--- src/rtl/video_timing_gen_if.sv ---
// Raster timing bundle from video_timing_gen to the sprite stage / HDMI encoder.
// Latency: n/a (signal grouping only); every field is driven from a register.
// Backpressure: none, the stream is free-running and has no ready signal.
interface video_timing_gen_if;
    logic [10:0] hcount_out;
    logic [9:0]  vcount_out;
    logic        hs_out;
    logic        vs_out;
    logic        ad_out;
    logic        nf_out;
    logic [5:0]  fc_out;
    logic        hs_dly_out;
    logic        vs_dly_out;
    logic        ad_dly_out;

    modport master (
        output hcount_out, vcount_out, hs_out, vs_out, ad_out, nf_out, fc_out,
        output hs_dly_out, vs_dly_out, ad_dly_out
    );
    modport slave (
        input hcount_out, vcount_out, hs_out, vs_out, ad_out, nf_out, fc_out,
        input hs_dly_out, vs_dly_out, ad_dly_out
    );
endinterface

--- src/rtl/video_timing_gen.sv ---
// 1280x720@60 raster timing: counters, syncs, active-draw, new-frame strobe, frame count.
// Latency: flags share the counters' register stage; *_dly_out lag SYNC_DELAY cycles when VTG_SYNC_DELAY_EN is defined.
// Backpressure: none, free-running every pixel clock.
module video_timing_gen #(
    parameter int ACTIVE_H      = 1280,
    parameter int H_FRONT_PORCH = 110,
    parameter int H_SYNC_WIDTH  = 40,
    parameter int H_BACK_PORCH  = 220,
    parameter int ACTIVE_V      = 720,
    parameter int V_FRONT_PORCH = 5,
    parameter int V_SYNC_WIDTH  = 5,
    parameter int V_BACK_PORCH  = 20,
    parameter int FRAME_WRAP    = 60,
    parameter int SYNC_DELAY    = 4
) (
    input  logic              pixel_clk_in,
    input  logic              rst_in,
    video_timing_gen_if.master vtg
);
    localparam int TOTAL_H = ACTIVE_H + H_FRONT_PORCH + H_SYNC_WIDTH + H_BACK_PORCH;
    localparam int TOTAL_V = ACTIVE_V + V_FRONT_PORCH + V_SYNC_WIDTH + V_BACK_PORCH;

    localparam logic [10:0] H_LAST   = 11'(TOTAL_H - 1);
    localparam logic [10:0] H_ACT    = 11'(ACTIVE_H);
    localparam logic [10:0] HS_START = 11'(ACTIVE_H + H_FRONT_PORCH);
    localparam logic [10:0] HS_END   = 11'(ACTIVE_H + H_FRONT_PORCH + H_SYNC_WIDTH);
    localparam logic [9:0]  V_LAST   = 10'(TOTAL_V - 1);
    localparam logic [9:0]  V_ACT    = 10'(ACTIVE_V);
    localparam logic [9:0]  VS_START = 10'(ACTIVE_V + V_FRONT_PORCH);
    localparam logic [9:0]  VS_END   = 10'(ACTIVE_V + V_FRONT_PORCH + V_SYNC_WIDTH);
    localparam logic [5:0]  FC_LAST  = 6'(FRAME_WRAP - 1);

    logic [10:0] hcount_q, hcount_d;
    logic [9:0]  vcount_q, vcount_d;
    logic        hs_q, hs_d;
    logic        vs_q, vs_d;
    logic        ad_q, ad_d;
    logic        nf_q, nf_d;
    logic [5:0]  fc_q, fc_d;

    // Advance the raster position and decode every flag from the *next* position,
    // so counters and flags land in the same register stage with no skew.
    always_comb begin
        hcount_d = hcount_q + 11'd1;
        vcount_d = vcount_q;
        if (hcount_q == H_LAST) begin
            hcount_d = '0;
            vcount_d = (vcount_q == V_LAST) ? '0 : vcount_q + 10'd1;
        end
        ad_d = (hcount_d < H_ACT) && (vcount_d < V_ACT);
        hs_d = (hcount_d >= HS_START) && (hcount_d < HS_END);
        vs_d = (vcount_d >= VS_START) && (vcount_d < VS_END);
        nf_d = (hcount_d == '0) && (vcount_d == V_ACT);
        fc_d = fc_q;
        if (nf_d) begin
            fc_d = (fc_q == FC_LAST) ? '0 : fc_q + 6'd1;
        end
    end

    // Reset parks the counters on the last pixel so the first free edge shows (0,0).
    always_ff @(posedge pixel_clk_in) begin
        if (rst_in) begin
            hcount_q <= H_LAST;
            vcount_q <= V_LAST;
            hs_q     <= 1'b0;
            vs_q     <= 1'b0;
            ad_q     <= 1'b0;
            nf_q     <= 1'b0;
            fc_q     <= '0;
        end else begin
            hcount_q <= hcount_d;
            vcount_q <= vcount_d;
            hs_q     <= hs_d;
            vs_q     <= vs_d;
            ad_q     <= ad_d;
            nf_q     <= nf_d;
            fc_q     <= fc_d;
        end
    end

    assign vtg.hcount_out = hcount_q;
    assign vtg.vcount_out = vcount_q;
    assign vtg.hs_out     = hs_q;
    assign vtg.vs_out     = vs_q;
    assign vtg.ad_out     = ad_q;
    assign vtg.nf_out     = nf_q;
    assign vtg.fc_out     = fc_q;

`ifdef VTG_SYNC_DELAY_EN
    // Each stage holds {hs, vs, ad}; stage 0 takes the registered flags.
    logic [SYNC_DELAY-1:0][2:0] dly_q, dly_d;

    // Shift the flag triple one stage per pixel to match the sprite pipeline depth.
    always_comb begin
        dly_d    = dly_q;
        dly_d[0] = {hs_q, vs_q, ad_q};
        for (int i = 1; i < SYNC_DELAY; i++) begin
            dly_d[i] = dly_q[i-1];
        end
    end

    // Pipeline clears with the counters so no stale sync escapes after reset.
    always_ff @(posedge pixel_clk_in) begin
        if (rst_in) begin
            dly_q <= '0;
        end else begin
            dly_q <= dly_d;
        end
    end

    assign vtg.hs_dly_out = dly_q[SYNC_DELAY-1][2];
    assign vtg.vs_dly_out = dly_q[SYNC_DELAY-1][1];
    assign vtg.ad_dly_out = dly_q[SYNC_DELAY-1][0];
`else
    assign vtg.hs_dly_out = hs_q;
    assign vtg.vs_dly_out = vs_q;
    assign vtg.ad_dly_out = ad_q;
`endif
endmodule

--- src/flat_wrapper.sv ---
// flat-port wrapper written by rule: the top's interface ports become plain ports
module video_timing_gen_flat 
#(
    parameter int ACTIVE_H      = 1280,
    parameter int H_FRONT_PORCH = 110,
    parameter int H_SYNC_WIDTH  = 40,
    parameter int H_BACK_PORCH  = 220,
    parameter int ACTIVE_V      = 720,
    parameter int V_FRONT_PORCH = 5,
    parameter int V_SYNC_WIDTH  = 5,
    parameter int V_BACK_PORCH  = 20,
    parameter int FRAME_WRAP    = 60,
    parameter int SYNC_DELAY    = 4
)
  (pixel_clk_in, rst_in, vtg_hcount_out, vtg_vcount_out, vtg_hs_out, vtg_vs_out, vtg_ad_out, vtg_nf_out, vtg_fc_out, vtg_hs_dly_out, vtg_vs_dly_out, vtg_ad_dly_out);
  video_timing_gen_if vtg_i ();
  input  logic pixel_clk_in;
  input  logic rst_in;
  output wire logic [$bits(vtg_i.hcount_out)-1:0] vtg_hcount_out;
  output wire logic [$bits(vtg_i.vcount_out)-1:0] vtg_vcount_out;
  output wire logic [$bits(vtg_i.hs_out)-1:0] vtg_hs_out;
  output wire logic [$bits(vtg_i.vs_out)-1:0] vtg_vs_out;
  output wire logic [$bits(vtg_i.ad_out)-1:0] vtg_ad_out;
  output wire logic [$bits(vtg_i.nf_out)-1:0] vtg_nf_out;
  output wire logic [$bits(vtg_i.fc_out)-1:0] vtg_fc_out;
  output wire logic [$bits(vtg_i.hs_dly_out)-1:0] vtg_hs_dly_out;
  output wire logic [$bits(vtg_i.vs_dly_out)-1:0] vtg_vs_dly_out;
  output wire logic [$bits(vtg_i.ad_dly_out)-1:0] vtg_ad_dly_out;
  assign vtg_hcount_out = vtg_i.hcount_out;
  assign vtg_vcount_out = vtg_i.vcount_out;
  assign vtg_hs_out = vtg_i.hs_out;
  assign vtg_vs_out = vtg_i.vs_out;
  assign vtg_ad_out = vtg_i.ad_out;
  assign vtg_nf_out = vtg_i.nf_out;
  assign vtg_fc_out = vtg_i.fc_out;
  assign vtg_hs_dly_out = vtg_i.hs_dly_out;
  assign vtg_vs_dly_out = vtg_i.vs_dly_out;
  assign vtg_ad_dly_out = vtg_i.ad_dly_out;
  video_timing_gen #(.ACTIVE_H(ACTIVE_H), .H_FRONT_PORCH(H_FRONT_PORCH), .H_SYNC_WIDTH(H_SYNC_WIDTH), .H_BACK_PORCH(H_BACK_PORCH), .ACTIVE_V(ACTIVE_V), .V_FRONT_PORCH(V_FRONT_PORCH), .V_SYNC_WIDTH(V_SYNC_WIDTH), .V_BACK_PORCH(V_BACK_PORCH), .FRAME_WRAP(FRAME_WRAP), .SYNC_DELAY(SYNC_DELAY)) u_core (.pixel_clk_in(pixel_clk_in), .rst_in(rst_in), .vtg(vtg_i));
endmodule
--- config.mk ---
export PLATFORM = sky130hd
export DESIGN_NAME = video_timing_gen_flat
export DESIGN_NICKNAME = d
export VERILOG_FILES = /design/src/rtl/video_timing_gen_if.sv /design/src/rtl/video_timing_gen.sv /design/src/flat_wrapper.sv
export SDC_FILE = /design/constraint.sdc
export NUM_CORES = 1
export LEC_CHECK = 0
export BUFFER_PORTS_ARGS = -buffer_cell sky130_fd_sc_hd__buf_2
export CORE_ASPECT_RATIO = 1.1
export CORE_MARGIN = 2
export CORE_UTILIZATION = 34
export DETAILED_ROUTE_END_ITERATION = 10
export PLACE_DENSITY = 0.57
export SLEW_MARGIN = 20
export SYNTH_ARGS = -nofsm -noshare
export SYNTH_HDL_FRONTEND = slang
export SYNTH_SLANG_ARGS = --single-unit
--- constraint.sdc ---
create_clock -name pixel_clk_in -period 8.25 [get_ports pixel_clk_in]
set_clock_uncertainty 0.1 [all_clocks]
set_input_delay 0.825 -clock pixel_clk_in [delete_from_list [all_inputs] [get_ports pixel_clk_in]]
set_output_delay 0.825 -clock pixel_clk_in [all_outputs]
set_load 0.01 [all_outputs]
==> summary.md, run 1 <==
| Metric | Value |
|---|---|
| Status | finished, final reports clean |
| Synthesis-to-finish area growth | 13.4% |
| Net Sw Frac | 48.7% |
| Gate power share | 55.9% |
| Placed cell areas | 2210 um2 |
| Yosys cell types | 49 |
| Crit-path cells | or4b_1 > or3_1 > a211o_1 > nor3b_1 > o2111ai_1 > or4_1 > a31oi_1 |
| Sequential Power Share | 30.7% |
| Worst Tran Pin Value | 1040 ps |
| Clock slew at reported path FFs | about 70 ps |
| Final HPWL DP | just under 4 mm |
| Crit path launch type | flip-flop |
| Largest net degree at the start of global routing | 19 |
| Crit Path Class | flip-flop to flip-flop |
| DRC viols | 0 |
| Type of the worst min-delay path | flip-flop to flip-flop |
| Reg2reg path depth | 7 |
| FMAX | 268 MHz |
| Antenna Cells | 0 |
| Detailed Route Iter0 Violations | 87 |
| Core Box Area | 5770 um2 |
| Worst endpoint required time | around 8400 ps |
| Post-layout nets | 297 |
| Period utilization | 45.2% |
| Final Hold Violating Endpoints | 0 |
| Crit path DAT | 3840 ps |
| Die W | 77.6 um |
| Vias per cell | 5.57 |
| CP max stage delay | around 640 ps |
| Setup WS post-layout | 4520 ps |
| Vias in the first global route | 1,876 |
| Final non-filler cell area | approximately 2300 um2 |
| Slowest cell on the critical path | or4b_1 |
| Antenna Violating Nets Remaining | 0 |
| Yosys warnings | 0 |
| TritonCTS Sinks | 31 |
| Seq/Total Area, Yosys | between 30 and 40% |
| H-tree depth | 2 |
| Height of the die | 84.9 um |
| TNS Setup | 0 ps |
| I/O Buffers | 35 |
| Async S/R FF share, synth | 0% |
| Drt pass-1 iters | 4 |
| Crit path time final | 3730 ps |
| CP max FO | 16 |
| FF+latch count, synth | 31 |
| Global-route wire length before repair | 9.25 mm |
| Clock latency on the worst-skew pair | ~280 ps |
| Share of layout cells above drive strength 1 | 17.2% |
| Worst hold path cell count | 2 |
| Leading cell type in the layout, fill and taps excluded | buf_2 |
| Syn Nets | 275 |
| GRT overflow | 0 |
| Mapped Area | 2020 um2 |
| CTS Hold Buffers Added | 0 |
| TritonCTS clock tree | yes |
| Clk root buf | clkbuf_8 |
| Clock buffer depth | 2 |
| Max_slew headroom | 30.1% |
| RSZ-0062 raised after global routing | no |
| WL final | 5.50 mm |
| Total power per unit cell area | 377 nW/um2 |
| CP Buf/Inv Count | 0 |
| Cell-internal power | 0.445 mW |
| Stages on the worst setup path | 7 |
| Pre-CTS setup slack | 4520 ps |
| NetSw | 0.422 mW |
| Placer Congestion | 0.886 |
| Vias | 2,050 |
| Clock share of power | 13.4% |
| Setup-failing EPs final | 0 |
| Syn_area_per_cell | between 7 and 8 um2 |
| Starting Density | a little over a third |
| Largest delay share family, worst path | simple AND/OR/NAND/NOR gates |
| Most frequent cells in the layout | 35 x buf_2, 31 x dfxtp_1, 28 x nand2_1 |
| Die footprint | approximately 6600 um2 |
| Number of synthesized flops with an enable pin | 0 |
| VDD IR max | 0.157 mV |
| Dominant synthesized flop cell | dfxtp_1 |
| TritonCTS Buffers | 5 |
| Total global-route track usage | between 10% and 20% |
| I/O Pins | 36 |
| Pins over their slew limit | 0 |
| Wire per inst | 14.9 um |
| # Max-Cap Violations | 0 |
| Core Util, Final | 39.8% |
| Cell count after synthesis | 268 |
| Setup Fix Bufs, Post-CTS | 0 |
| Post_cts resized | 0 |
| Initial antenna violation count | 0 |
| # rows | 29 |
| Crit end category | flip-flop |
| Leakage Power | 0.914 nW |
[cell families after synthesis]
family | share of synthesized area, %
AO/OA/AOI/OAI | 21.6
multiplexers | 0.494
adder cells (fa/ha/maj) | 3.09
AND/OR/NAND/NOR | 31.6
buffers and inverters | 6.98
XOR/XNOR | 5.62
flip-flops | 30.7
[stage by stage]
step                      total power [mW]  hold slack, ps  cells
after detailed placement             0.744             418    360
after floorplan                      0.610             416    268
final                                0.867             425    368
after global routing                 0.943             467    368
after global placement               0.744             404    360
after CTS                            0.865             428    368
[area by class of cell]
class	count	area, um2
Inverter	12	45.0
Fill cell	609	3470
Tap cell	77	96.3
Sequential cell	31	621
Clock buffer	7	76.3
Clock inverter	1	5.00
Timing Repair Buffer	37	190
Multi-Input combinational cell	203	1260
[synth_stat cells (2+ instances only)]
master | n | share of area [%]
nor4_1 | 7 | 2.2
inv_1 | 12 | 2.2
a211o_1 | 4 | 1.7
a31oi_1 | 4 | 1.2
buf_4 | 3 | 1.1
or2_2 | 2 | 0.62
a211oi_1 | 2 | 0.74
a21oi_1 | 14 | 3.5
a21o_1 | 2 | 0.74
o31ai_1 | 5 | 1.9
nand4_1 | 4 | 1.2
o211a_1 | 2 | 0.99
xnor2_1 | 7 | 3.0
nor2_1 | 14 | 2.6
nor3_1 | 17 | 4.2
or4_1 | 2 | 0.74
nand3_1 | 13 | 3.2
nor3b_1 | 4 | 1.5
nand2_1 | 28 | 5.2
buf_2 | 2 | 0.49
nand2b_1 | 2 | 0.62
o211ai_1 | 2 | 0.74
o21ai_0 | 21 | 5.2
xor2_1 | 6 | 2.6
nand4b_1 | 4 | 1.7
o311a_1 | 2 | 0.99
ha_1 | 5 | 3.1
and3_1 | 5 | 1.5
and2_1 | 2 | 0.62
dfxtp_1 | 31 | 31
or3_1 | 6 | 1.9
clkbuf_1 | 17 | 3.2
[power groups by stage]
stage	Clock, mW	Sequential (mW)	Combinational [mW]
after floorplan	0	0.238	0.372
after global placement	0	0.268	0.475
after detailed placement	0	0.267	0.477
after CTS	0.121	0.264	0.480
after global routing	0.128	0.277	0.537
final	0.117	0.266	0.484
[worst min-delay path, stage by stage (launching register included)]
cell	delay, ps
dfxtp_1	330
o21ai_0	80
a21oi_1	70
[path summary, 6_finish.rpt]
path                                                           from                                end  slack [ps]
worst max-delay path            u_core.vtg.hcount_out[4]$_SDFF_PP1_  u_core.vtg.fc_out[5]$_SDFFE_PP0P_        4520
worst min-delay path              u_core.vtg.fc_out[1]$_SDFFE_PP0P_  u_core.vtg.fc_out[1]$_SDFFE_PP0P_         430
worst max register to register  u_core.vtg.hcount_out[4]$_SDFF_PP1_  u_core.vtg.fc_out[5]$_SDFFE_PP0P_        4520
worst min register to register    u_core.vtg.fc_out[1]$_SDFFE_PP0P_  u_core.vtg.fc_out[1]$_SDFFE_PP0P_         430
[layer usage]
metal  vias to the layer above  wire, um  part of all wire, %  track usage [%]
li1                       1027         -                    -                -
met1                       965      2640                   48             23.2
met2                        54      2550                   46             28.1
met3                         4       250                  4.5             3.30
met4                         0        58                  1.1             5.68
met5                         -         0                    0                0
[state kept, by name, summed over array words and instances (netlist names)]
| signal | cells |
|---|---|
| u_core.vtg.hcount_out | 11 |
| u_core.vtg.vcount_out | 10 |
| u_core.vtg.fc_out | 6 |
| u_core.vtg.ad_dly_out | 1 |
| u_core.vtg.hs_dly_out | 1 |
| u_core.vtg.nf_out | 1 |
| u_core.vtg.vs_dly_out | 1 |
(Power assumes the default switching activity.)
==> run 2: changes to the inputs <==
- PLACE_DENSITY: 0.57 -> 0.59
- clock period: 8.25 -> 3.21 ns (I/O delays scaled with it)
==> run 2 against run 1 <==
Critical path depth grew 1. Non-clock buffer count grew 31. Clock power grew to 3.2 times the previous value. First-iteration DRC count grew 39%. Sequential share of layout area shrank 2.9 points. Critical endpoint unchanged. Via count grew 6.2%. Clock-buffer cell count is the same. Core utilization grew 5.2 points. Register-to-register slack lost 4400 ps. Highest routed layer unchanged.
==> summary.md, run 2 (synthesis results as in run 1) <==
| Metric | Value |
|---|---|
| Drt pass-1 iters | 4 (unchanged) |
| Type of the worst min-delay path | input port to flip-flop |
| Core Box Area | 5770 um2 (unchanged) |
| Total global-route track usage | 18.3% (+1.0 points) |
| Height of the die | 84.9 um (unchanged) |
| Crit end category | flip-flop |
| Final Hold Violating Endpoints | 0 (unchanged) |
| WL final | 5.85 mm (+6.3%) |
| TritonCTS Buffers | 5 (unchanged) |
| Largest net degree at the start of global routing | 19 (unchanged) |
| Leading cell type in the layout, fill and taps excluded | buf_2 |
| Leakage Power | 1.09 nW (+19%) |
| Clk root buf | clkbuf_8 |
| R2r startpoint | u_core.vtg.hcount_out[7]$_SDFF_PP0_ |
| Max FFs per register | 11 (unchanged) |
| # placed instances | 388 (+7.8%) |
| Global-route wire length before repair | 9.60 mm (+3.8%) |
| Die footprint | 6590 um2 (unchanged) |
| Crit path DAT | 3180 ps (-660 ps) |
| Detailed Route Iter0 Violations | 121 (+39%) |
| TritonCTS Sinks | 31 (unchanged) |
| Clock slew at reported path FFs | 70 ps (about the same) |
| Max_slew headroom | 66.1% (+36 points) |
| Pins over their slew limit | 0 (unchanged) |
| VDD IR max | 0.655 mV (+320%) |
| Die W | 77.6 um (unchanged) |
| I/O Buffers | 35 (unchanged) |
| Starting Density | 35.1% (unchanged) |
| Post-route non-filler standard cell count | 399 (+8.4%) |
| Status | finished, final reports clean |
| Post-layout nets | 328 (+10%) |
| H-tree depth | 2 (unchanged) |
| Placer Congestion | 0.863 (-2.7%) |
| Crit path launch | u_core.vtg.hcount_out[7]$_SDFF_PP0_ |
| Period utilization | 95.4% (+50 points) |
| TNS Setup | 0 ps (unchanged) |
| Crit Path Class | flip-flop to flip-flop |
| Antenna Cells | 0 (unchanged) |
| I/O Pins | 36 (unchanged) |
| Vias | 2,178 (+6.2%) |
| # Max-Cap Violations | 0 (unchanged) |
| Vias per cell | 5.46 (-2.0%) |
| Most frequent cells in the layout | 35 x buf_2, 32 x buf_4, 29 x dfxtp_1 |
| Worst endpoint required time | 3330 ps (-5030 ps) |
| DRC viols | 0 (unchanged) |
| Crit path launch type | flip-flop |
| Clock buffer depth | 2 (unchanged) |
| Vias in the first global route | 1,968 (+4.9%) |
| Setup-failing EPs final | 0 (unchanged) |
| Final HPWL DP | 4.29 mm (+11%) |
| Crit path time final | 3060 ps (-668 ps) |
| Clock latency on the worst-skew pair | 290 ps (about the same) |
| CP max FO | 5 (-11) |
| # rows | 29 (unchanged) |
| Placed cell areas | 2440 um2 (+10%) |
| Initial antenna violation count | 0 (unchanged) |
| Final non-filler cell area | 2590 um2 (+13%) |
| GRT overflow | 0 (unchanged) |
| Total power per unit cell area | 999 nW/um2 (+160%) |
| TritonCTS clock tree | yes |
| Synthesis-to-finish area growth | 28.1% |
| CTS Hold Buffers Added | 0 (unchanged) |
| Share of layout cells above drive strength 1 | 27.6% (+10 points) |
| Wire per inst | 14.6 um (-2.0%) |
| Worst Tran Pin Value | 505 ps (-534 ps) |
| FMAX | 326 MHz (+22%) |
| Antenna Violating Nets Remaining | 0 (unchanged) |
| Hold Path Origin | rst_in |
[run 2: cell types whose count changed in the layout (fill, tap and decap cells not counted), sizes merged]
cell / previous run / this run
buf: 37 / 68
[run 2: repair_timing]
action / 4_1_cts / 5_1_grt
endpoints found under the setup margin: 0 / 1
buffers inserted: 0 / 3
gates resized for setup: 0 / 4
[run 2: metal layers]
metal	routed length [um]	track usage (%)	vias up
met1	2780	24.5	1037
li1	-	-	1085
met3	214	2.87	5
met5	0	0	-
met2	2760	29.8	51
met4	86	7.14	0
[run 2: metrics by stage]
stage                     utilization [%]  setup slack (ps)  power, mW  hold slack [ps]
after detailed placement             42.3              67.2       2.17              417
after floorplan                         -              31.5       1.60              416
final                                45.0               147       2.59              324
after CTS                            44.2              74.2       2.55              320
after global placement               42.3               121       2.16              407
after global routing                 45.0             -2.17       2.79              363
[run 2: area by class of cell]
type                            count  area, um2
Tap cell                           77       96.3
Multi-Input combinational cell    203       1290
Clock buffer                        7        108
Clock inverter                      1       5.00
Inverter                           12       45.0
Sequential cell                    31        626
Timing Repair Buffer               68        427
Fill cell                         596       3180
[run 2: final timing paths]
kind / end / slack [ps] / depth (start not counted)
setup / recovery: u_core.vtg.fc_out[5]$_SDFFE_PP0P_ / 150 / 8
hold / removal: u_core.vtg.vcount_out[8]$_SDFF_PP0_ / 320 / 2
setup reg to reg: u_core.vtg.fc_out[5]$_SDFFE_PP0P_ / 150 / 8
hold reg to reg: u_core.vtg.fc_out[0]$_SDFFE_PP0P_ / 430 / 2
[run 2: report_power, final]
part | switching [mW] | total, mW | leakage [nW] | internal, mW
logic | 0.920 | 1.65 | 0.774 | 0.729
clock network | 0.156 | 0.375 | 0.0594 | 0.220
registers | 0.0875 | 0.567 | 0.254 | 0.479
total | 1.16 | 2.59 | 1.09 | 1.43
[run 2: worst max-delay path: stages, from the launching register on]
cell and delay [ps]:
dfxtp_4 340, or4b_4 530, buf_6 150, nor4_4 280
xnor2_1 100, or4_4 490, or4_4 440, or4_1 410
a31oi_1 160
==> run 3: changes to the inputs <==
- BUFFER_PORTS_ARGS: -buffer_cell sky130_fd_sc_hd__buf_2 -> -buffer_cell sky130_fd_sc_hd__clkbuf_2
==> run 3 against run 2 <==
Register-to-register slack worse by 40 ps. Critical endpoint unchanged. Highest routed layer unchanged. Combinational power about the same. Clock power shrank 1%. Critical path type unchanged. Global-route usage grew 1.0 points. Core utilization decreased by 0.48 points.
==> summary.md, run 3 (synthesis results as in run 1) <==
| Metric | Value |
|---|---|
| Worst endpoint required time | 3320 ps (about the same) |
| Antenna Violating Nets Remaining | 0 (unchanged) |
| Storage cell area | 626 um2 (unchanged) |
| Initial antenna violation count | 0 (unchanged) |
| I/O Pins | 36 (unchanged) |
| Crit end category | flip-flop |
| Vias | 2,183 (+0.23%) |
| Final HPWL DP | 4.34 mm (+1.4%) |
| Leading cell type in the layout, fill and taps excluded | clkbuf_2 |
| Die W | 77.6 um (unchanged) |
| Placer Congestion | 0.896 (+3.9%) |
| Pre-CTS setup slack | 68.2 ps (+1.06 ps) |
| Die footprint | 6590 um2 (unchanged) |
| Drt pass-1 iters | 4 (unchanged) |
| Clk root buf | clkbuf_8 |
| # Max-Cap Violations | 0 (unchanged) |
| Max_slew headroom | 66.7% (+0.63 points) |
| Vias per cell | 5.51 (+0.99%) |
| Post-route non-filler standard cell count | 396 (-0.75%) |
| Setup WS post-layout | 104 ps (-43.3 ps) |
| Clock buffer depth | 2 (unchanged) |
| Status | finished, final reports clean |
| Largest net degree at the start of global routing | 19 (unchanged) |
| Type of the worst min-delay path | input port to flip-flop |
| WL final | 5.79 mm (-0.91%) |
| Crit path time final | 3110 ps (+43.3 ps) |
| Synthesis-to-finish area growth | 26.8% |
| Clock latency on the worst-skew pair | 290 ps (about the same) |
| Worst Tran Pin Value | 496 ps (-9.34 ps) |
| Core Util, Final | 44.5% (-0.48 points) |
| Wire per inst | 14.6 um (-0.16%) |
| CTS Hold Buffers Added | 0 (unchanged) |
| R2r startpoint | u_core.vtg.hcount_out[7]$_SDFF_PP0_ |
| Period utilization | 96.8% (+1.3 points) |
| Leakage Power | 1.07 nW (-1.9%) |
| Total power per unit cell area | 1000 nW/um2 (+0.25%) |
| TritonCTS clock tree | yes |
| Detailed Route Iter0 Violations | 166 (+37%) |
| Max FFs per register | 11 (unchanged) |
| Layout filler cell count | 599 (+0.50%) |
| Vias in the first global route | 2,093 (+6.4%) |
| Hold Path Origin | rst_in |
| Setup-failing EPs final | 0 (unchanged) |
| Core Box Area | 5770 um2 (unchanged) |
| Clock slew at reported path FFs | 70 ps (about the same) |
| Total power | 2.57 mW (-0.81%) |
| Height of the die | 84.9 um (unchanged) |
| I/O Buffers | 35 (unchanged) |
| # placed instances | 388 (unchanged) |
| Total global-route track usage | 19.4% (+1.0 points) |
| Share of layout cells above drive strength 1 | 26.6% (-0.99 points) |
| VDD IR max | 0.598 mV (-8.8%) |
| Antenna Cells | 0 (unchanged) |
| Post-layout nets | 325 (-0.91%) |
| Global-route wire length before repair | 10.2 mm (+6.0%) |
| Crit path launch type | flip-flop |
| Starting Density | 35.1% (unchanged) |
| TritonCTS Sinks | 31 (unchanged) |
| CP max FO | 7 (+2) |
| TNS Setup | 0 ps (unchanged) |
| H-tree depth | 2 (unchanged) |
| # rows | 29 (unchanged) |
| Crit Path Class | flip-flop to flip-flop |
| RSZ-0062 raised after global routing | yes |
| FMAX | 322 MHz (-1.4%) |
| GRT overflow | 0 (unchanged) |
| Most frequent cells in the layout | 35 x clkbuf_2, 29 x buf_4, 29 x dfxtp_1 |
| Area of the multi-input gates | 1280 um2 (-0.39%) |
| Crit path DAT | 3220 ps (+40 ps) |
| Crit path launch | u_core.vtg.hcount_out[7]$_SDFF_PP0_ |
| TritonCTS Buffers | 5 (unchanged) |
| Pins over their slew limit | 0 (unchanged) |
| Final Hold Violating Endpoints | 0 (unchanged) |
| DRC viols | 0 (unchanged) |
## run 3: cell count changes in the layout (fill, tap and decap cells not counted), sizes merged
cell	previous run	this run
buf	68	30
clkbuf	7	42
## run 3: worst paths after layout
| path | slack (ps) | to | depth (start not counted) |
|---|---|---|---|
| min | 410 | u_core.vtg.hcount_out[3]$_SDFF_PP0_ | 2 |
| min reg2reg | 430 | u_core.vtg.fc_out[0]$_SDFFE_PP0P_ | 2 |
| max | 100 | u_core.vtg.fc_out[5]$_SDFFE_PP0P_ | 8 |
| max reg2reg | 100 | u_core.vtg.fc_out[5]$_SDFFE_PP0P_ | 8 |
## run 3: final cells by class
| type | instances | area share [%] |
|---|---|---|
| sequential | 31 | 24.4 |
| clock inverter | 1 | 0.195 |
| multi-input combinational | 203 | 50.0 |
| clock buffer | 7 | 4.19 |
| timing repair buffer | 65 | 15.7 |
| tap | 77 | 3.75 |
| inverter | 12 | 1.76 |
## run 3: what timing repair did
item,4_1_cts,5_1_grt
setup buffers,0,0
hold endpoints to repair,0,0
resized for setup,0,3
endpoints found under the setup margin,0,1
## run 3: stage by stage
stage | area, um2 | hold WS (ps)
6_report | 2570 | 406
5_1_grt | 2570 | 438
4_1_cts | 2550 | 393
3_5_place_dp | 2440 | 414
3_3_place_gp | 2440 | 416
2_1_floorplan | 2050 | 416
## run 3: critical path, cell delays in order, from the launching register on
cell and delay [ps]:
dfxtp_4 340, or4b_4 530, buf_6 150, nor4_4 160, xnor2_1 90, or4_4 540
or4_4 570, or4_1 410, a31oi_1 130
## run 3: metal layers
metal / vias up / track usage (%) / part of all wire (%)
li1: 1080 / - / -
met1: 1032 / 25.2 / 46
met2: 60 / 30.5 / 48
met3: 11 / 4.47 / 4.3
met4: 0 / 8.93 / 2.3
met5: - / 0 / 0
## run 3: power breakdown
part | internal (mW) | total [mW] | leakage, nW | switching, mW
clock | 0.220 | 0.370 | 0.0594 | 0.150
sequential | 0.479 | 0.567 | 0.254 | 0.0880
combinational | 0.721 | 1.63 | 0.753 | 0.911
total | 1.42 | 2.57 | 1.07 | 1.15
